===== config.mk =====
export PLATFORM = sky130hd
export DESIGN_NAME = tpu_sequencer
export DESIGN_NICKNAME = d
export VERILOG_FILES = /design/src/rtl/tpu_pkg.sv /design/src/rtl/tpu_beat_counter.sv /design/src/rtl/tpu_sequencer.sv
export SDC_FILE = /design/constraint.sdc
export NUM_CORES = 1
export LEC_CHECK = 0
export CAP_MARGIN = 20
export CORE_UTILIZATION = 48
export CTS_CLUSTER_DIAMETER = 30
export DETAILED_ROUTE_END_ITERATION = 12
export HOLD_SLACK_MARGIN = 0.15
export MAX_ROUTING_LAYER = met4
export PLACE_DENSITY = 0.78
export SLEW_MARGIN = 20
export SYNTH_ARGS = -nofsm -noshare
export SYNTH_HDL_FRONTEND = slang
export SYNTH_SLANG_ARGS = --single-unit
export TNS_END_PERCENT = 20

===== constraint.sdc =====
create_clock -name clk -period 2.5 [get_ports clk]
set_input_delay 0.625 -clock clk [delete_from_list [all_inputs] [get_ports clk]]
set_output_delay 0.625 -clock clk [all_outputs]
set_load 0.02 [all_outputs]

===== src/rtl/tpu_pkg.sv =====
// Shared types and constants for the systolic-array control sequencer.
package tpu_pkg;

    // Sequencer phases.
    typedef enum logic [2:0] {
        S_IDLE      = 3'd0,
        S_LOAD      = 3'd1,
        S_COMPUTE   = 3'd2,
        S_WRITEBACK = 3'd3,
        S_DONE      = 3'd4
    } state_t;

    // Command opcodes.
    localparam logic [3:0] OP_RUN  = 4'h1;
    localparam logic [3:0] OP_LOAD = 4'h2;
    localparam logic [3:0] OP_CWB  = 4'h3;

    // Address width for n entries, never narrower than one bit.
    function automatic int clog2_min1(input int n);
        return (n <= 2) ? 1 : $clog2(n);
    endfunction

endpackage


===== src/rtl/tpu_beat_counter.sv =====
// Beat counter with synchronous clear, enable, wrap at LAST and a last-beat flag.
module tpu_beat_counter #(
    parameter int W    = 1,
    parameter int LAST = 1
) (
    input  logic         clk,
    input  logic         rst_n,
    input  logic         clr,
    input  logic         en,
    output logic [W-1:0] count,
    output logic         last
);

    logic [W-1:0] count_q;
    logic [W-1:0] count_d;

    assign last  = (count_q == W'(LAST));
    assign count = count_q;

    // Clear has priority; an enabled beat on the last value wraps to zero.
    always_comb begin
        count_d = count_q;
        if (clr) begin
            count_d = '0;
        end else if (en) begin
            count_d = last ? '0 : count_q + W'(1);
        end
    end

    // Count register.
    always_ff @(posedge clk or negedge rst_n) begin
        if (!rst_n) begin
            count_q <= '0;
        end else begin
            count_q <= count_d;
        end
    end

endmodule


===== src/rtl/tpu_sequencer.sv =====
// Control sequencer for a DIM x DIM systolic matrix unit: operand load,
// fixed-length compute window and result writeback, with abort and status.
module tpu_sequencer
    import tpu_pkg::*;
#(
    parameter int  DIM            = 2,
    parameter int  COMPUTE_CYCLES = 3*DIM-1,
    localparam int AW             = $clog2(2*DIM*DIM),
    localparam int RW             = clog2_min1(DIM*DIM)
) (
    input  logic          clk,
    input  logic          rst_n,
    input  logic          start,
    input  logic [3:0]    instr,
    input  logic          abort,
    input  logic          host_valid,
    input  logic          host_wb_ready,
    output logic          host_req_mat,
    output logic          wm_load_mat,
    output logic [AW-1:0] wm_addr,
    output logic          load_mmu,
    output logic          host_mat_wb,
    output logic [RW-1:0] wb_addr,
    output logic          busy,
    output logic          done,
    output logic          err
);

    state_t        state_q, state_d;
    logic          wts_valid_q, wts_valid_d;
    logic          load_only_q, load_only_d;
    logic          host_req_mat_q, host_req_mat_d;
    logic          load_mmu_q, load_mmu_d;
    logic          host_mat_wb_q, host_mat_wb_d;
    logic          busy_q, busy_d;
    logic          done_q, done_d;
    logic          err_q, err_d;

    logic [AW-1:0] load_cnt;
    logic          load_last;
    logic [RW-1:0] wb_cnt;
    logic          wb_last;
    logic          compute_last;
    logic          phase_change;
    logic          load_en;
    logic          wb_en;

    // The load counter doubles as the compute-window timer; any phase
    // change (including abort) clears both counters.
    assign phase_change = (state_d != state_q);
    assign load_en      = ((state_q == S_LOAD) && host_valid) || (state_q == S_COMPUTE);
    assign wb_en        = (state_q == S_WRITEBACK) && host_wb_ready;
    assign compute_last = (load_cnt == AW'(COMPUTE_CYCLES-1));

    tpu_beat_counter #(
        .W    (AW),
        .LAST (2*DIM*DIM-1)
    ) u_load_cnt (
        .clk   (clk),
        .rst_n (rst_n),
        .clr   (phase_change),
        .en    (load_en),
        .count (load_cnt),
        .last  (load_last)
    );

    tpu_beat_counter #(
        .W    (RW),
        .LAST (DIM*DIM-1)
    ) u_wb_cnt (
        .clk   (clk),
        .rst_n (rst_n),
        .clr   (phase_change),
        .en    (wb_en),
        .count (wb_cnt),
        .last  (wb_last)
    );

    // Next-state and registered-output decode; abort overrides every busy phase.
    always_comb begin
        state_d     = state_q;
        wts_valid_d = wts_valid_q;
        load_only_d = load_only_q;
        err_d       = 1'b0;
        if ((state_q != S_IDLE) && abort) begin
            state_d = S_IDLE;
            if (state_q == S_LOAD) begin
                wts_valid_d = 1'b0;
            end
        end else begin
            case (state_q)
                S_IDLE: begin
                    if (start) begin
                        load_only_d = (instr == OP_LOAD);
                        if ((instr == OP_RUN) || (instr == OP_LOAD)) begin
                            state_d = S_LOAD;
                        end else if ((instr == OP_CWB) && wts_valid_q) begin
                            state_d = S_COMPUTE;
                        end else begin
                            err_d = 1'b1;
                        end
                    end
                end
                S_LOAD: begin
                    if (host_valid && load_last) begin
                        wts_valid_d = 1'b1;
                        state_d     = load_only_q ? S_DONE : S_COMPUTE;
                    end
                end
                S_COMPUTE: begin
                    if (compute_last) begin
                        state_d = S_WRITEBACK;
                    end
                end
                S_WRITEBACK: begin
                    if (host_wb_ready && wb_last) begin
                        state_d = S_DONE;
                    end
                end
                S_DONE:  state_d = S_IDLE;
                default: state_d = S_IDLE;
            endcase
        end
        host_req_mat_d = (state_d == S_LOAD);
        load_mmu_d     = (state_d == S_COMPUTE);
        host_mat_wb_d  = (state_d == S_WRITEBACK);
        busy_d         = (state_d != S_IDLE);
        done_d         = (state_d == S_DONE);
    end

    // State, operand-valid flag and registered status outputs.
    always_ff @(posedge clk or negedge rst_n) begin
        if (!rst_n) begin
            state_q        <= S_IDLE;
            wts_valid_q    <= 1'b0;
            load_only_q    <= 1'b0;
            host_req_mat_q <= 1'b0;
            load_mmu_q     <= 1'b0;
            host_mat_wb_q  <= 1'b0;
            busy_q         <= 1'b0;
            done_q         <= 1'b0;
            err_q          <= 1'b0;
        end else begin
            state_q        <= state_d;
            wts_valid_q    <= wts_valid_d;
            load_only_q    <= load_only_d;
            host_req_mat_q <= host_req_mat_d;
            load_mmu_q     <= load_mmu_d;
            host_mat_wb_q  <= host_mat_wb_d;
            busy_q         <= busy_d;
            done_q         <= done_d;
            err_q          <= err_d;
        end
    end

    assign host_req_mat = host_req_mat_q;
    assign wm_load_mat  = host_req_mat_q & host_valid;
    assign wm_addr      = load_cnt;
    assign load_mmu     = load_mmu_q;
    assign host_mat_wb  = host_mat_wb_q;
    assign wb_addr      = wb_cnt;
    assign busy         = busy_q;
    assign done         = done_q;
    assign err          = err_q;

endmodule


# == Word level (Yosys, flattened, before mapping) ==
# Index checks and enable logic that the tools add are counted.
# word_totals
ff_bits,16
in_bits,10
out_inout_bits,12
elab_cells,69
# classes
add_sub_neg,2
eq_ne,14
mux,24
bitwise,2
n_reduce_logical,16
# ops
cell,count
3-bit two-way mux,11
"3-bit by 2-bit equality test with 1-bit output, second input constant",4
3-bit one-hot mux with 4 select lines,1
"3-bit equality test, second input constant",3
1-bit two-way mux,9
"4-bit by 2-bit equality test with 1-bit output, second input constant",2
"3-bit by 1-bit equality test with 1-bit output, second input constant",2
1-bit logical AND,6
2-bit two-way mux,3
2-bit nonzero test,3
3-bit nonzero test,2
"4-bit by 1-bit equality test with 1-bit output, second input constant",1
"3-bit by 1-bit adder with 3-bit output, second input constant",1
3-bit zero test,1
3-bit inequality test,1
3-bit AND reduction,1
"2-bit by 1-bit adder with 2-bit output, second input constant",1
"2-bit equality test, second input constant",1
1-bit logical OR,2
2-bit AND reduction,1
1-bit bitwise AND,1
1-bit inverter,1

# == Depth between registers and ports, before layout ==
# logic_depth
depth_word,9
depth_mapped,6
depth_no_buf,6

# == Hierarchy ==
# Synthesis repeated with hierarchy kept, for this count alone.
# unflattened
hier_cells,85
area_unflattened_um2,887.1
# by_module_without_submodules
module,instances,cells_each,area_each_um2,seq_area_each_um2
tpu_sequencer,1,65,635.6,275.3
tpu_beat_counter (u_load_cnt),1,12,151.4,75.1
tpu_beat_counter (u_wb_cnt),1,8,100.1,50.0

# == Worst setup path before layout ==
# Ideal clock, no wire load.
# synth_timing
path_kind,register to register
startpoint,"reg u_load_cnt.count_q[0], in the netlist u_load_cnt.count[0]"
endpoint,"reg busy_q, in the netlist busy"
setup_ps,132
arrival_time_ps,1801
required_time_ps,2368
path_slack_ps,568
stages_incl_launch_ff,7
n_path_buf,0
synth_period_minus_slack_ps,1932
cell_sequence,dfrtp_1 ha_1 ha_1 nand2_1 a32o_2 a211oi_2 or3b_1
# synth_between
elab_chain_cells,6
word_cells_on_any_way,8
classes_between,eq/ne (2); mux (4); reduce/logical (2)
# synth_lines
item,line_no,rtl
start: declaration,tpu_beat_counter.sv:14,logic [W-1:0] count_q;
start signal: assignment,tpu_beat_counter.sv:35,count_q <= count_d;
3-bit equality test,tpu_beat_counter.sv:17,assign last = (count_q == W'(LAST));
1-bit logical AND,tpu_sequencer.sv:105,if (host_valid && load_last) begin
3-bit two-way mux,tpu_sequencer.sv:105,
3-bit one-hot mux with 4 select lines (*),tpu_sequencer.sv:91,case (state_q)
3-bit two-way mux (*),tpu_sequencer.sv:85,if ((state_q != S_IDLE) && abort) begin
3-bit nonzero test (*),tpu_sequencer.sv:127,busy_d = (state_d != S_IDLE);
named net busy_d,tpu_sequencer.sv:35,"logic busy_q, busy_d;"
end signal: assignment,tpu_sequencer.sv:150,busy_q <= busy_d;
end: declaration,tpu_sequencer.sv:35,
# Mark *: on every way through the listed nets, which the timed path passes. The rest lies on a longest branch.
# A chain may end at the register's enable or synchronous reset.

# == Final worst setup path ==
# layout_timing
startpoint,in host_valid
endpoint,out wm_load_mat
# layout_between
elab_chain_cells,1
# layout_lines
item,line_no,rtl
start: declaration,tpu_sequencer.sv:16,"input logic host_valid,"
1-bit bitwise AND,tpu_sequencer.sv:157,assign wm_load_mat = host_req_mat_q & host_valid;
end: declaration,tpu_sequencer.sv:19,"output logic wm_load_mat,"
# No other way between the ends.

==> flow_summary.yaml <==
floorplanning:
  start_util_pct: 53.1
  ios: 22
  rows: 15
  die_y_um: 46.6
  die_w_um: 46.6
  die_area_mm2: 0.00217
  coreArea_mm2: 0.00180
yosys:
  synth-seq-area-share_pct: 41.9
  syn_area_per_cell_um2: 10.9
  synth_flop_cell: "dfrtp_1"
  yosysTopAreaCell: "dfrtp_1"
  syn_nets: 102
  netlist.area_leader.share_pct: 41.9
  async_reset_ff_share_pct: 100
  synth_seq_cells: 16
  netlist_top_cells_area: "dfrtp_1, ha_1, mux2i_1, nor4_1, a21oi_1"
  synth_cells: 88
  yosysWarnings: 0
  synthDistinctLibCells: 41
  synth-edff-count: 0
  synth_area_um2: 956
clock_tree:
  clock_latency_ps: 290
  cts_hold_buf: 0
  cts_tree: "built"
  htree_levels: 1
  cts.clk_slew.worst_paths_ps: 90
  cts_setup_buffers: 0
  cts.repair.resized: 1
  numCtsBuffers: 3
  cts.sinks: 16
  cts_buffer_depth: 2
  cts_root_buf: "clkbuf_4"
min_path:
  hold_depth: 2
  hold_class: "flip-flop to flip-flop"
grt:
  grt_pass1_vias: 718
  antenna_found_initial: 0
  track_usage_pct: 22.2
  globalRouteOverflowTotal: 0
  grt_pass1_wl_mm: 3.22
  grt_max_degree: 17
detailed_routing:
  dr.pass1.iters: 4
  vias: 792
  dr.max_layer_used: "met4"
  met1Wirelength_um: 890
  drtIter0Drc: 17
  wl_met2_um: 912
  drc_errors: 0
  wl_per_cell_um: 14.4
  drt_wl_total_mm: 1.98
  vias_per_cell: 5.74
  met3WireLength_um: 104
  ant_nets: 0
final_layout:
  area_delta_synth_final_pct: 28.8
  num_antenna_cells: 0
  n_fill_cell: 148
  fin_nets: 128
  drive_above_1_share_pct: 15.0
  multiInputGateArea_um2: 513
  seq_area_um2: 400
placed_design:
  dp_hpwl_mm: 1.50
  gp_congestion: 0.847
  io_buffers: 21
  post-place-ws_ps: 15.1
status:
  status: "complete, no violations"
sta:
  rsz0062_at_grt: "no"
  finalSetupViolCount: 0
  finalSetupTns_ps: 0
  clock_skew_ps: 5.12
  fin_crit_ps: 2240
  finalHoldViolCount: 0
  period_share_pct: 89.7
  timing.fmax_ghz: 0.446
  tightestPinTransition_ps: 704
  setup_ws_ps: 259
  drv_slew: 0
  maxSlewHeadroom_pct: 52.9
worst_setup_path:
  r2r-start: "u_load_cnt.count[0]"
  timing.rr.end: "u_wb_cnt.count[1]"
  criticalPathCategory: "primary input to primary output"
  critPathLaunchType: "primary input"
  cp.depth: 3
  cp_cell_sequence: "clkdlybuf4s50_1, and2_1, dlygate4sd2_1"
  crit_fanout: 2
  critPathArrivalTime_ps: 1620
  crit_buf_inv: 2
  crit_family: "buffers and inverters"
  endpoint: "wm_load_mat"
  startpoint: "host_valid"
  worstPathRequired_ps: 1880
  rrSetupSlack_ps: 520
  critPathMaxStageDelay_ps: 530
  slowest_stage: "clkdlybuf4s50_1"
  end_kind: "primary output"
  rr_worst_depth: 6
power_and_ir_drop:
  ir_drop_mv: 0.448
  cellPowerDensity_mw_per_mm2: 711
  power_leakage_nw: 0.535
job:
  max_cap_violations: 0
-- worst min path at each step --
stage | end | slack [ps] | startpoint
after global routing | load_only_q | 550 | load_only_q
after floorplan | busy | 330 | rst_n
final | load_only_q | 540 | load_only_q
after detailed placement | load_only_q | 510 | load_only_q
after CTS | err | 530 | wts_valid_q
after global placement | load_only_q | 510 | load_only_q
-- power by group --
group | internal, mW | switching (mW)
registers | 0.299 | 0.0483
clock network | 0.0888 | 0.0814
logic | 0.182 | 0.176
total | 0.570 | 0.306
-- metal layers --
layer,vias up,track usage [%]
met5,-,-
met1,373,28.3
li1,385,-
met3,9,2.75
met2,25,33.3
met4,0,13.1
-- sequential cells by signal (all words and copies together) (netlist names) --
signal and count:
load_only_q 1, host_req_mat 1, err 1, host_mat_wb 1, done 1, wts_valid_q 1
state_q 3, busy 1, u_wb_cnt.count 2, load_mmu 1, u_load_cnt.count 3
-- cell usage in the layout (no fill, tap or decap), drive strengths merged, types with 4 or more instances in the layout --
master,n
ha,4
dfrtp,16
nand2,5
clkdlybuf4s50,20
a21oi,5
nor4,6
inv,5
nor2,4
mux2i,4
clkbuf,4
-- synthesized netlist by cell type, drive strengths merged, types with 3 or more instances --
master / instances
a21oi: 5
a31oi: 3
buf: 3
dfrtp: 16
ha: 4
inv: 5
mux2i: 4
nand2: 5
nor2: 4
nor2b: 3
nor3b: 3
nor4: 6
-- through the flow --
step | hold WS [ps] | cell area (um^2) | power [mW] | util (%) | cells
finish | 543 | 1230 | 0.875 | 68.3 | 138
detailed placement | 509 | 1200 | 0.712 | 66.4 | 134
CTS | 527 | 1230 | 0.880 | 68.3 | 138
floorplan | 329 | 956 | 0.571 | - | 88
global route | 555 | 1230 | 0.928 | 68.3 | 138
global placement | 512 | 1200 | 0.705 | 66.4 | 134
-- tightest hold or removal path, stage by stage (launching register included) --
cell and delay (ps):
dfrtp_1 380, nand2_1 50, o21ai_0 70
-- area by class of cell --
class,instances,share of cell area [%]
multi-input combinational,64,41.7
inverter,5,1.52
tap,25,2.54
timing repair buffer,24,18.8
clock buffer,4,2.95
sequential,16,32.5
-- kinds of logic (layout without fill, tap and decap cells) --
family / Yosys count / count (layout) / share of synthesized area (%)
compound gates: 20 / 20 / 18.3
xor+xnor: 1 / 1 / 0.916
fa+ha+maj: 4 / 4 / 5.24
buf+inv: 8 / 33 / 4.45
flops: 16 / 16 / 41.9
mux: 4 / 4 / 4.19
simple gates: 35 / 35 / 25.0
(Power assumes the default switching activity.)
